### config.mk
export PLATFORM = sky130hd
export DESIGN_NAME = risc_imem_loader
export DESIGN_NICKNAME = d
export VERILOG_FILES = /design/src/rtl/risc_pkg.sv /design/src/rtl/risc_imem_ram.sv /design/src/rtl/risc_imem_loader.sv
export SDC_FILE = /design/constraint.sdc
export NUM_CORES = 1
export LEC_CHECK = 0
export ABC_AREA = 1
export BUFFER_PORTS_ARGS = -buffer_cell sky130_fd_sc_hd__buf_2
export CAP_MARGIN = 20
export CORE_AREA = 2 2 203 205
export DETAILED_ROUTE_END_ITERATION = 8
export DIE_AREA = 0 0 205 207
export PLACE_DENSITY = 0.69
export SKIP_CTS_REPAIR_TIMING = 1
export SLEW_MARGIN = 20
export SYNTH_ARGS = -nofsm -noshare
export SYNTH_HDL_FRONTEND = slang
export SYNTH_SLANG_ARGS = --single-unit
### constraint.sdc
create_clock -name clk -period 2.2 [get_ports clk]
set_input_delay 0.11 -clock clk [delete_from_list [all_inputs] [get_ports clk]]
set_output_delay 0.11 -clock clk [all_outputs]
set_load 0.05 [all_outputs]
### src/rtl/risc_pkg.sv
// Shared definitions for the RISC instruction memory and its loader.
package risc_pkg;

  // Default instruction and address widths of the core.
  localparam int IW_DEFAULT = 13;
  localparam int AW_DEFAULT = 5;

  // NOP encoding, also recognised by the decoder.
  localparam logic [IW_DEFAULT-1:0] NOP_ENC = '0;

  // Loader sequencer states.
  typedef enum logic [1:0] {
    CLEAR = 2'd0,
    LOAD  = 2'd1,
    RUN   = 2'd2
  } state_t;

endpackage

### src/rtl/risc_imem_ram.sv
// Instruction storage: one synchronous write port and one read port.
// The read path is combinational so the loader can place the single
// output register (with its reset value) at the top level.
module risc_imem_ram #(
  parameter int IW = 13,
  parameter int AW = 5
) (
  input  logic          clk,
  input  logic          we,
  input  logic [AW-1:0] waddr,
  input  logic [IW-1:0] wdata,
  input  logic          re,
  input  logic [AW-1:0] raddr,
  output logic [IW-1:0] rdata
);

  // The array has no reset; its content is defined by the clear sequence.
  logic [IW-1:0] mem_q [2**AW];

  // Write port: one word per enabled clock edge.
  always_ff @(posedge clk) begin
    if (we) begin
      mem_q[waddr] <= wdata;
    end
  end

  // Read port: data presented only while a read is requested.
  always_comb begin
    rdata = '0;
    if (re) begin
      rdata = mem_q[raddr];
    end
  end

endmodule

### src/rtl/risc_imem_loader.sv
// Instruction memory with run-time program load, hardware clear and a
// registered, handshaked fetch port.
module risc_imem_loader
  import risc_pkg::*;
#(
  parameter int            IW  = IW_DEFAULT,
  parameter int            AW  = AW_DEFAULT,
  parameter logic [IW-1:0] NOP = IW'(NOP_ENC)
) (
  input  logic          clk,
  input  logic          rst_n,
  input  logic          load_start,
  input  logic          load_valid,
  input  logic [IW-1:0] load_data,
  input  logic          load_last,
  output logic          load_ready,
  output logic          load_done,
  input  logic          fetch_req,
  input  logic [AW-1:0] pc,
  output logic [IW-1:0] instruction,
  output logic          instr_valid,
  output logic          busy
);

  localparam logic [AW-1:0] LAST_ADDR = '1;

  state_t        state_q, state_d;
  logic [AW-1:0] wptr_q, wptr_d;
  logic          pending_q, pending_d;
  logic [IW-1:0] instr_q, instr_d;
  logic          valid_q, valid_d;
  logic          done_q, done_d;

  logic          ram_we;
  logic [AW-1:0] ram_waddr;
  logic [IW-1:0] ram_wdata;
  logic          ram_re;
  logic [IW-1:0] ram_rdata;

  risc_imem_ram #(
    .IW(IW),
    .AW(AW)
  ) u_ram (
    .clk  (clk),
    .we   (ram_we),
    .waddr(ram_waddr),
    .wdata(ram_wdata),
    .re   (ram_re),
    .raddr(pc),
    .rdata(ram_rdata)
  );

  // State, write pointer, pending flag and output registers; a reset
  // drops any partial load and restarts the clear sequence.
  always_ff @(posedge clk or negedge rst_n) begin
    if (!rst_n) begin
      state_q   <= CLEAR;
      wptr_q    <= '0;
      pending_q <= 1'b0;
      instr_q   <= '0;
      valid_q   <= 1'b0;
      done_q    <= 1'b0;
    end else begin
      state_q   <= state_d;
      wptr_q    <= wptr_d;
      pending_q <= pending_d;
      instr_q   <= instr_d;
      valid_q   <= valid_d;
      done_q    <= done_d;
    end
  end

  // Sequencer: CLEAR sweeps NOP over every word, LOAD streams words into
  // consecutive addresses, RUN serves fetches and accepts new loads.
  always_comb begin
    state_d   = state_q;
    wptr_d    = wptr_q;
    pending_d = pending_q;
    done_d    = 1'b0;
    ram_we    = 1'b0;
    ram_waddr = wptr_q;
    ram_wdata = load_data;
    ram_re    = 1'b0;

    case (state_q)
      CLEAR: begin
        ram_we    = 1'b1;
        ram_wdata = NOP;
        wptr_d    = wptr_q + AW'(1);
        // During a load-initiated clear the flag is already set, so this
        // only has an effect in the clear that follows reset.
        if (load_start) begin
          pending_d = 1'b1;
        end
        if (wptr_q == LAST_ADDR) begin
          wptr_d  = '0;
          state_d = (pending_q || load_start) ? LOAD : RUN;
        end
      end

      LOAD: begin
        if (load_valid) begin
          ram_we = 1'b1;
          wptr_d = wptr_q + AW'(1);
          if (load_last || (wptr_q == LAST_ADDR)) begin
            state_d   = RUN;
            pending_d = 1'b0;
            wptr_d    = '0;
            done_d    = 1'b1;
          end
        end
      end

      RUN: begin
        ram_re = fetch_req;
        if (load_start) begin
          pending_d = 1'b1;
          state_d   = CLEAR;
        end
      end

      default: begin
        state_d = CLEAR;
      end
    endcase

    valid_d = ram_re;
    instr_d = ram_re ? ram_rdata : instr_q;
  end

  assign load_ready  = (state_q == LOAD);
  assign busy        = (state_q != RUN);
  assign load_done   = done_q;
  assign instruction = instr_q;
  assign instr_valid = valid_q;

endmodule

[Yosys cells after proc, flatten, opt, wreduce, memory -nomap -nowiden]
Memories as Yosys holds them, arrays and structs flattened. A register that Yosys moved wholly into a read port is not among the register bits.
Index checks and enable logic that the tools add are counted.
Word-level totals
  input bits: 24
  memories kept: 1
  memory bits (writable): 416
  flip-flop bits (word level): 10
  output and inout bits: 17
Operators by class
  muxes and demuxes: 23
  add/subtract/negate cells: 1
  reductions and logical operators: 10
  eq/ne operators: 9
Memory list
  u_ram.mem_q: words 32, bits a word 13, read ports 1, clocked after memory_dff 1, write ports 1, line risc_imem_ram.sv:18  | logic [IW-1:0] mem_q [2**AW];
Operator list (number)
  2-to-1 mux 5 bit: 3
  2-to-1 mux 13 bit: 1
  2-to-1 mux 1 bit: 10
  2-to-1 mux 2 bit: 5
  one-hot mux 5 bit (2 select lines): 1
  != test 2 bit, second input constant: 4
  AND reduction 4 bit: 2
  one-hot mux 2 bit (3 select lines): 1
  adder 5 x 1 -> 5 bit, second input constant: 1
  equality test 5 bit, second input constant: 1
  != test 2 x 1 -> 1 bit, second input constant: 2
  one-hot mux 1 bit (2 select lines): 2
  nonzero test 2 bit: 2
  equality test 2 x 1 -> 1 bit, second input constant: 1
  equality test 2 bit, second input constant: 1
  zero test 2 bit: 1
  logical OR 1 bit: 2
  AND reduction 2 bit: 1
  OR reduction 2 bit: 1
  zero test 1 bit: 1

[Longest topological paths before layout]
Gate-level depths: netlist of run 1.
  word-level depth: 5
  mapped depth: 11
  depth with buffers taken out: 9

[Modules after synthesis]
Synthesis of run 1 repeated with hierarchy kept, for this count alone.
Second synthesis, totals
  cells, all modules: 1614
  area total of the unflattened synthesis: 18143.7 µm²
Modules (own cells, without submodules)
  risc_imem_ram: instances 1, cells an instance 1464, sequential area each 12492.0 µm², area an instance 16998.8 µm²
  risc_imem_loader: instances 1, cells an instance 150, sequential area each 575.6 µm², area an instance 1144.8 µm²

[Worst setup path before layout of run 1]
OpenSTA, ideal clock, no wires.
  path kind: register to register
  start: reg state_q[1]
  end: mem u_ram.mem_q[0][0], enable pin
  slack: 221 ps
  required time: 1818 ps
  arrival time: 1597 ps
  cell stages (with the launch flop): 5
  setup time: 382 ps
  path through: dfrtp_1 a21oi_1 buf_2 nand2_1 nor2_1
Between the ends
  word-level cells in the longest chain between the ends: 4
RTL lines
  from (decl): line risc_imem_loader.sv:27  | state_t state_q, state_d;
  from (signal assigned): line risc_imem_loader.sv:64  | state_q <= state_d;
  equality test 2 x 1 -> 1 bit / zero test 2 bit (equally long branches): line risc_imem_loader.sv:85  | case (state_q)
  one-hot mux 1 bit (2 select lines) *: line risc_imem_loader.sv:85
  2-to-1 mux 1 bit *: line risc_imem_ram.sv:22  | if (we) begin
  2-to-1 mux 1 bit (implied by the code) *: line risc_imem_ram.sv:23  | mem_q[waddr] <= wdata;
  to (decl): line risc_imem_ram.sv:18
Mark *: on every way between the ends. The rest lies on a longest branch, timed or not.

[Final worst setup path of run 1]
  start: reg wptr_q[0], in the netlist ram_waddr[0]
  end: reg done_q, in the netlist load_done
Between the ends
  word-level cells in the longest chain between the ends: 5
RTL lines
  from (decl): line risc_imem_loader.sv:28  | logic [AW-1:0] wptr_q, wptr_d;
  from (signal assigned): line risc_imem_loader.sv:65  | wptr_q <= wptr_d;
  equality test 5 bit: line risc_imem_loader.sv:105  | if (load_last || (wptr_q == LAST_ADDR)) begin
  logical OR 1 bit: line risc_imem_loader.sv:105
  2-to-1 mux 1 bit: line risc_imem_loader.sv:105
  2-to-1 mux 1 bit: line risc_imem_loader.sv:102  | if (load_valid) begin
  2-to-1 mux 1 bit: line risc_imem_loader.sv:85
  net done_d: line risc_imem_loader.sv:32  | logic done_q, done_d;
  to (signal assigned): line risc_imem_loader.sv:69  | done_q <= done_d;
  to (decl): line risc_imem_loader.sv:32
The timed path passes the listed nets, and every way through them passes these cells.
A chain may end at the register's enable or synchronous reset.

==> results of run 1 <==
==> kinds of logic after synthesis <==
family                   after synthesis
AND/OR/NAND/NOR                      971
XOR/XNOR                               1
buffers and inverters                124
flip-flops                           439
AO/OA/AOI/OAI                         13
adder cells (fa/ha/maj)                6
==> sequential cells by signal, summed over array words and instances (netlist names) <==
signal       flops
instruction     13
u_ram.mem_q    416
instr_valid      1
state_q          2
ram_waddr        5
load_done        1
pending_q        1
==> power groups by stage <==
| stage | Combinational, uW | Sequential (uW) | Clock [uW] |
|---|---|---|---|
| final | 4440 | 11100 | 7160 |
| after global routing | 4750 | 11100 | 7560 |
| after CTS | 4430 | 11100 | 7220 |
| after detailed placement | 4410 | 11200 | 0 |
| after global placement | 4340 | 11200 | 0 |
| after floorplan | 1880 | 11500 | 0 |
==> cell type report <==
type | count | area, sq um
multi-input cells | 991 | 4300
flip-flops and latches | 439 | 13100
clock buffers | 55 | 1160
inverters | 33 | 130
repair buffers | 122 | 1070
clock inverters | 24 | 214
well taps | 532 | 666
fillers | 3431 | 19800
==> cells in the mapped netlist <==
master,n,area [sq um]
nand2_1,556,2090
edfxtp_1,416,12500
nand3_1,361,1810
nor2_1,51,191
buf_2,40,200
clkbuf_1,32,120
inv_1,29,109
dfrtp_1,23,576
buf_4,14,105
o21ai_0,7,35.0
ha_1,6,75.1
buf_1,4,15.0
a21oi_1,3,15.0
nand4_1,3,18.8
clkinv_1,2,7.51
inv_2,2,7.51
a22o_1,1,8.76
a32o_1,1,10.0
buf_6,1,11.3
o31ai_1,1,7.51
xor2_1,1,8.76
==> worst max-delay path, stage by stage (launching register included) <==
cell           delay, ns
dfrtp_1             0.42
ha_1                0.23
nand2_1             0.10
nor2_1              0.07
ha_1                0.20
o21ai_0             0.23
nor2_1              0.07
dlygate4sd3_1       0.55
==> stage by stage <==
stage	hold slack, ns	util	setup WS, ns	instance area, sq um	total power (uW)
after CTS	-0.432	0.510	0.447	20600	22700
after detailed placement	0.140	0.475	0.433	19200	15600
final	0.00776	0.511	0.213	20600	22700
after floorplan	-0.186	-	0.221	17900	13400
after global placement	0.132	0.475	0.445	19200	15500
after global routing	0.0317	0.511	0.112	20600	23400
==> path summary, 6_finish.rpt <==
| kind | start | slack, ns | endpoint |
|---|---|---|---|
| setup / recovery | ram_waddr[0]$_DFFE_PN0P_ | 0.21 | load_done$_DFF_PN0_ |
| hold reg to reg | instruction[3]$_DFFE_PN0P_ | 0.48 | instruction[3]$_DFFE_PN0P_ |
| max in group asynchronous | rst_n | 1.68 | instruction[0]$_DFFE_PN0P_ |
| setup reg to reg | ram_waddr[0]$_DFFE_PN0P_ | 0.21 | load_done$_DFF_PN0_ |
| min in group asynchronous | rst_n | 0.12 | instruction[3]$_DFFE_PN0P_ |
| hold / removal | load_last | 0.008 | ram_waddr[4]$_DFFE_PN0P_ |
==> layer usage <==
| metal | vias to the layer above | GRT usage |
|---|---|---|
| met5 | - | 0 |
| met4 | 0 | 0.0719 |
| met3 | 94 | 0.0283 |
| met2 | 634 | 0.350 |
| met1 | 5779 | 0.305 |
| li1 | 5550 | - |
==> impl_metrics.yaml, run 1 <==
status:
  status: "finished, final reports clean"
logic_synthesis:
  synth_top_family_by_area: "simple AND/OR/NAND/NOR gates"
  synth_cell_types: 21
  synth_area_sq_mm: 0.0179
  synth_xor_xnor_area_share: 0.000489
  synthMuxAreaShare: 0
  synth_cells: 1554
  register_bit_count_reported_by_yosys: 439
  adder_cell_share_of_the_synthesized_area: 0.00419
  syn_area_per_cell_sq_um: 11.5
  yosys_warnings: 0
  synthesized_area_fraction_occupied_by_ao_oa_aoi_and_oai_cells: 0.00426
  ys_seq_area_frac: 0.730
  post_synthesis_share_of_cell_area_spent_on_and_or_nand_and_nor_gates: 0.229
  synthesized_nets: 1584
sta:
  finalMaxSlewViolations: 0
  grt_setup_unrepaired: "false"
  finClkSkew_ns: 0.0118
  fmax_ghz: 0.503
  final.period_utilization: 0.903
  finalWorstPathRequiredPeriod_ns: 1.99
  setup_viol_count_final: 0
  slew_at_the_pin_closest_to_its_max_slew_limit_ns: 0.625
  finalSetupTns_ns: 0
  hold_viol: 0
  timing.max_slew.rel_slack: 0.580
global_route:
  vias_in_the_first_global_route: 11500
  global_route.overflow_total: 0
  grt_first_pass_wirelength_microns: 69300
  largest_net_degree_at_the_start_of_global_routing: 101
  grt_use_total: 0.217
  antenna_violations_before_repair: 0
drt:
  routed_via_density: 5.49
  dr.max_layer_used: "met4"
  detail_route.drc_violations: 0
  drt_pass1_iterations: 5
  drt-met1-wl_microns: 18500
  met3WireLength_microns: 3940
  detailroute.via_count: 12100
  first_iter_violations: 1823
  drt.antenna.violating_nets: 0
  route.met2.wl_microns: 22300
  post_drt_wl_per_cell_microns: 21.0
  wirelength_microns: 46200
run:
  cap_viol_max_count: 0
clock_tree:
  ctsRootBufferMaster: "clkbuf_16"
  cts_made_buffers: 44
  worst_skew_pair.late_latency_ns: 0.54
  clock_tree_from_tritoncts: "yes"
  clock_tree.htree_level_count: 2
  cts.sink_count: 439
  clkSlewWorstSetupHoldPaths_ns: 0.06
  max-clock-path-buffers: 3
floorplan:
  design.die.area_sq_mm: 0.0424
  floorplan.rows: 74
  core_region_area_sq_mm: 0.0404
  initial_core_util: 0.444
  chipHeight_microns: 207
  io_pins: 41
  die_width_microns: 205
finish:
  layout_commonest_cell: "nand2_1"
  post_synthesis_to_final_layout_area_growth_pct: 15.1
  layout.nets: 1661
  highest_count_cells_in_the_layout_ignoring_fill_and_taps: "556 x nand2_1, 416 x edfxtp_1, 361 x nand3_1"
  final-instance-count-excl-fill: 2196
  layout-drive-gt1-share: 0.117
  diodes: 0
power_and_ir_drop:
  power_report.internal_total_uw: 15900
  power_frac_comb: 0.196
  power_per_cell_area_mw_per_mm2: 1100
  power.switching_uw: 6750
  power_frac_clock: 0.316
  vdd.ir_drop.worst_mv: 0.535
  seq_power_share: 0.488
  leakage_uw: 0.00778
  switching_share: 0.298
worst_setup_path:
  timing.critical_path.fanout_max: 4
  worstSetupStartpointType: "flop"
  worstSetupEndpointType: "flop"
  critical_path_class: "flop to flop"
  critPathArrivalTime_ns: 2.41
  worstPathRequired_ns: 2.62
  r2r_cells: 7
placed_design:
  routabilityCongestion: 0.850
  place.detailed.hpwl_microns: 27300
  placement.io_buffers: 40
  placed_cells_incl_taps: 2113
min_path:
  hold_path.class: "input pin to flop"
  number_of_cells_on_the_worst_hold_path: 4
Note: power is estimated with default switching activity, not from simulation.
==> run 2: changes to the inputs <==
- PLACE_DENSITY: 0.69 -> 0.64
- SLEW_MARGIN: 20 -> 40
==> impl_metrics.yaml, run 2 (synthesized netlist as in run 1, its figures left out) <==
status:
  status: "finished, violations left"
  failed_checks: "negative hold slack"
sta:
  finalMaxSlewViolations: 0
  grt_setup_unrepaired: "false"
  hold_viol: 1
  finClkSkew_ns: 0.0121
  finalWorstPathRequiredPeriod_ns: 2.00
  final.period_utilization: 0.910
  setup_viol_count_final: 0
  finalSetupTns_ns: 0
  timing.hold.ws_ns: -0.0214
  timing.max_slew.rel_slack: 0.557
  worst_slack_ns: 0.199
  slew_at_the_pin_closest_to_its_max_slew_limit_ns: 0.665
  fmax_ghz: 0.500
worst_setup_path:
  worstPathRequired_ns: 2.64
  worstSetupEndpointType: "flop"
  worstSetupStartpointType: "flop"
  critPathArrivalTime_ns: 2.44
  critical_path_class: "flop to flop"
  timing.critical_path.fanout_max: 4
  crit_path_start: "ram_waddr[0]$_DFFE_PN0P_"
  crit-reg2reg-launch: "ram_waddr[0]$_DFFE_PN0P_"
clock_tree:
  clock_tree.htree_level_count: 2
  max-clock-path-buffers: 3
  worst_skew_pair.late_latency_ns: 0.56
  clock_tree_from_tritoncts: "yes"
  clkSlewWorstSetupHoldPaths_ns: 0.06
  ctsRootBufferMaster: "clkbuf_16"
  cts_made_buffers: 45
  cts.sink_count: 439
power_and_ir_drop:
  vdd.ir_drop.worst_mv: 1.20
  leakage_uw: 0.00781
  power_per_cell_area_mw_per_mm2: 1110
  post-layout-total-power_uw: 23000
min_path:
  hold_path.startpoint: "load_last"
  hold_path.class: "input pin to flop"
floorplan:
  die_width_microns: 205
  io_pins: 41
  core_region_area_sq_mm: 0.0404
  initial_core_util: 0.444
  floorplan.rows: 74
  chipHeight_microns: 207
  design.die.area_sq_mm: 0.0424
finish:
  multiInputGateArea_sq_mm: 0.00430
  highest_count_cells_in_the_layout_ignoring_fill_and_taps: "556 x nand2_1, 416 x edfxtp_1, 361 x nand3_1"
  final.fill_count: 3525
  stdcell_area_sq_mm: 0.0206
  largest_register_ffs: 416
  layout.nets: 1659
  post_synthesis_to_final_layout_area_growth_pct: 15.0
  diodes: 0
  layout-drive-gt1-share: 0.116
  layout_commonest_cell: "nand2_1"
  largest_register: "u_ram.mem_q"
  area.sequential_sq_mm: 0.0131
  postLayoutCoreUtil: 0.510
global_route:
  grt_first_pass_wirelength_microns: 71800
  antenna_violations_before_repair: 3
  vias_in_the_first_global_route: 11800
  global_route.overflow_total: 0
  grt_use_total: 0.226
  largest_net_degree_at_the_start_of_global_routing: 76
drt:
  drt_pass1_iterations: 8
  detail_route.drc_violations: 0
  wirelength_microns: 47500
  first_iter_violations: 1410
  drt.antenna.violating_nets: 0
  post_drt_wl_per_cell_microns: 21.6
  routed_via_density: 5.51
  detailroute.via_count: 12100
placed_design:
  routabilityCongestion: 0.892
  placement.io_buffers: 40
  place.detailed.hpwl_microns: 28000
  placedInstanceArea_sq_mm: 0.0191
  detailedPlace.worstSlack_ns: 0.437
run:
  cap_viol_max_count: 0
==> run 2: cell types whose count changed in the layout (fill, tap and decap cells not counted), moves of 2 or more <==
cell / delta
clkbuf_16: +2
clkinv_2: +4
clkinv_1: +2
clkbuf_8: +3
clkinvlp_4: -5
buf_4: +3
buf_12: -6
==> run 2: final cells by class <==
| cell class | instances | area share |
|---|---|---|
| multi-input cells | 991 | 0.209 |
| clock buffers | 60 | 0.0609 |
| well taps | 532 | 0.0323 |
| flip-flops and latches | 439 | 0.635 |
| clock inverters | 24 | 0.00984 |
| repair buffers | 119 | 0.0473 |
| inverters | 33 | 0.00632 |
==> run 2: routing by layer <==
layer,vias to the layer above,global-route usage,wire [microns]
li1,5557,-,-
met1,5927,0.321,19900
met2,543,0.353,22300
met3,76,0.0469,4070
met4,2,0.0638,1130
met5,-,0,8
==> run 2: critical path, cell delays in order, from the launching register on <==
cell and delay [ns]:
dfrtp_1 0.42, ha_1 0.23, nand2_1 0.09, nor2_1 0.08
ha_1 0.19, o21ai_0 0.23, nor2_1 0.09, dlygate4sd3_1 0.56
==> run 2: power by group <==
group          switching, uW  internal [uW]  leakage [uW]
combinational           3380            976       0.00300
sequential               370          10700       0.00410
clock                   3120           4370      0.000710
==> run 2: final timing paths <==
path,slack (ns),to,depth (start not counted)
min,-0.02,ram_waddr[4]$_DFFE_PN0P_,4
min in group asynchronous,0.08,state_q[1]$_DFFE_PN0P_,2
max,0.20,load_done$_DFF_PN0_,7
min reg2reg,0.51,instruction[9]$_DFFE_PN0P_,2
max reg2reg,0.20,load_done$_DFF_PN0_,7
max in group asynchronous,1.75,instruction[2]$_DFFE_PN0P_,2
==> run 2: metrics by stage <==
step	hold WS (ns)	instances
2_1_floorplan	-0.186	1554
3_3_place_gp	0.129	2110
3_5_place_dp	0.126	2110
4_1_cts	-0.465	2194
5_1_grt	0.0338	2198
6_report	-0.0214	2198
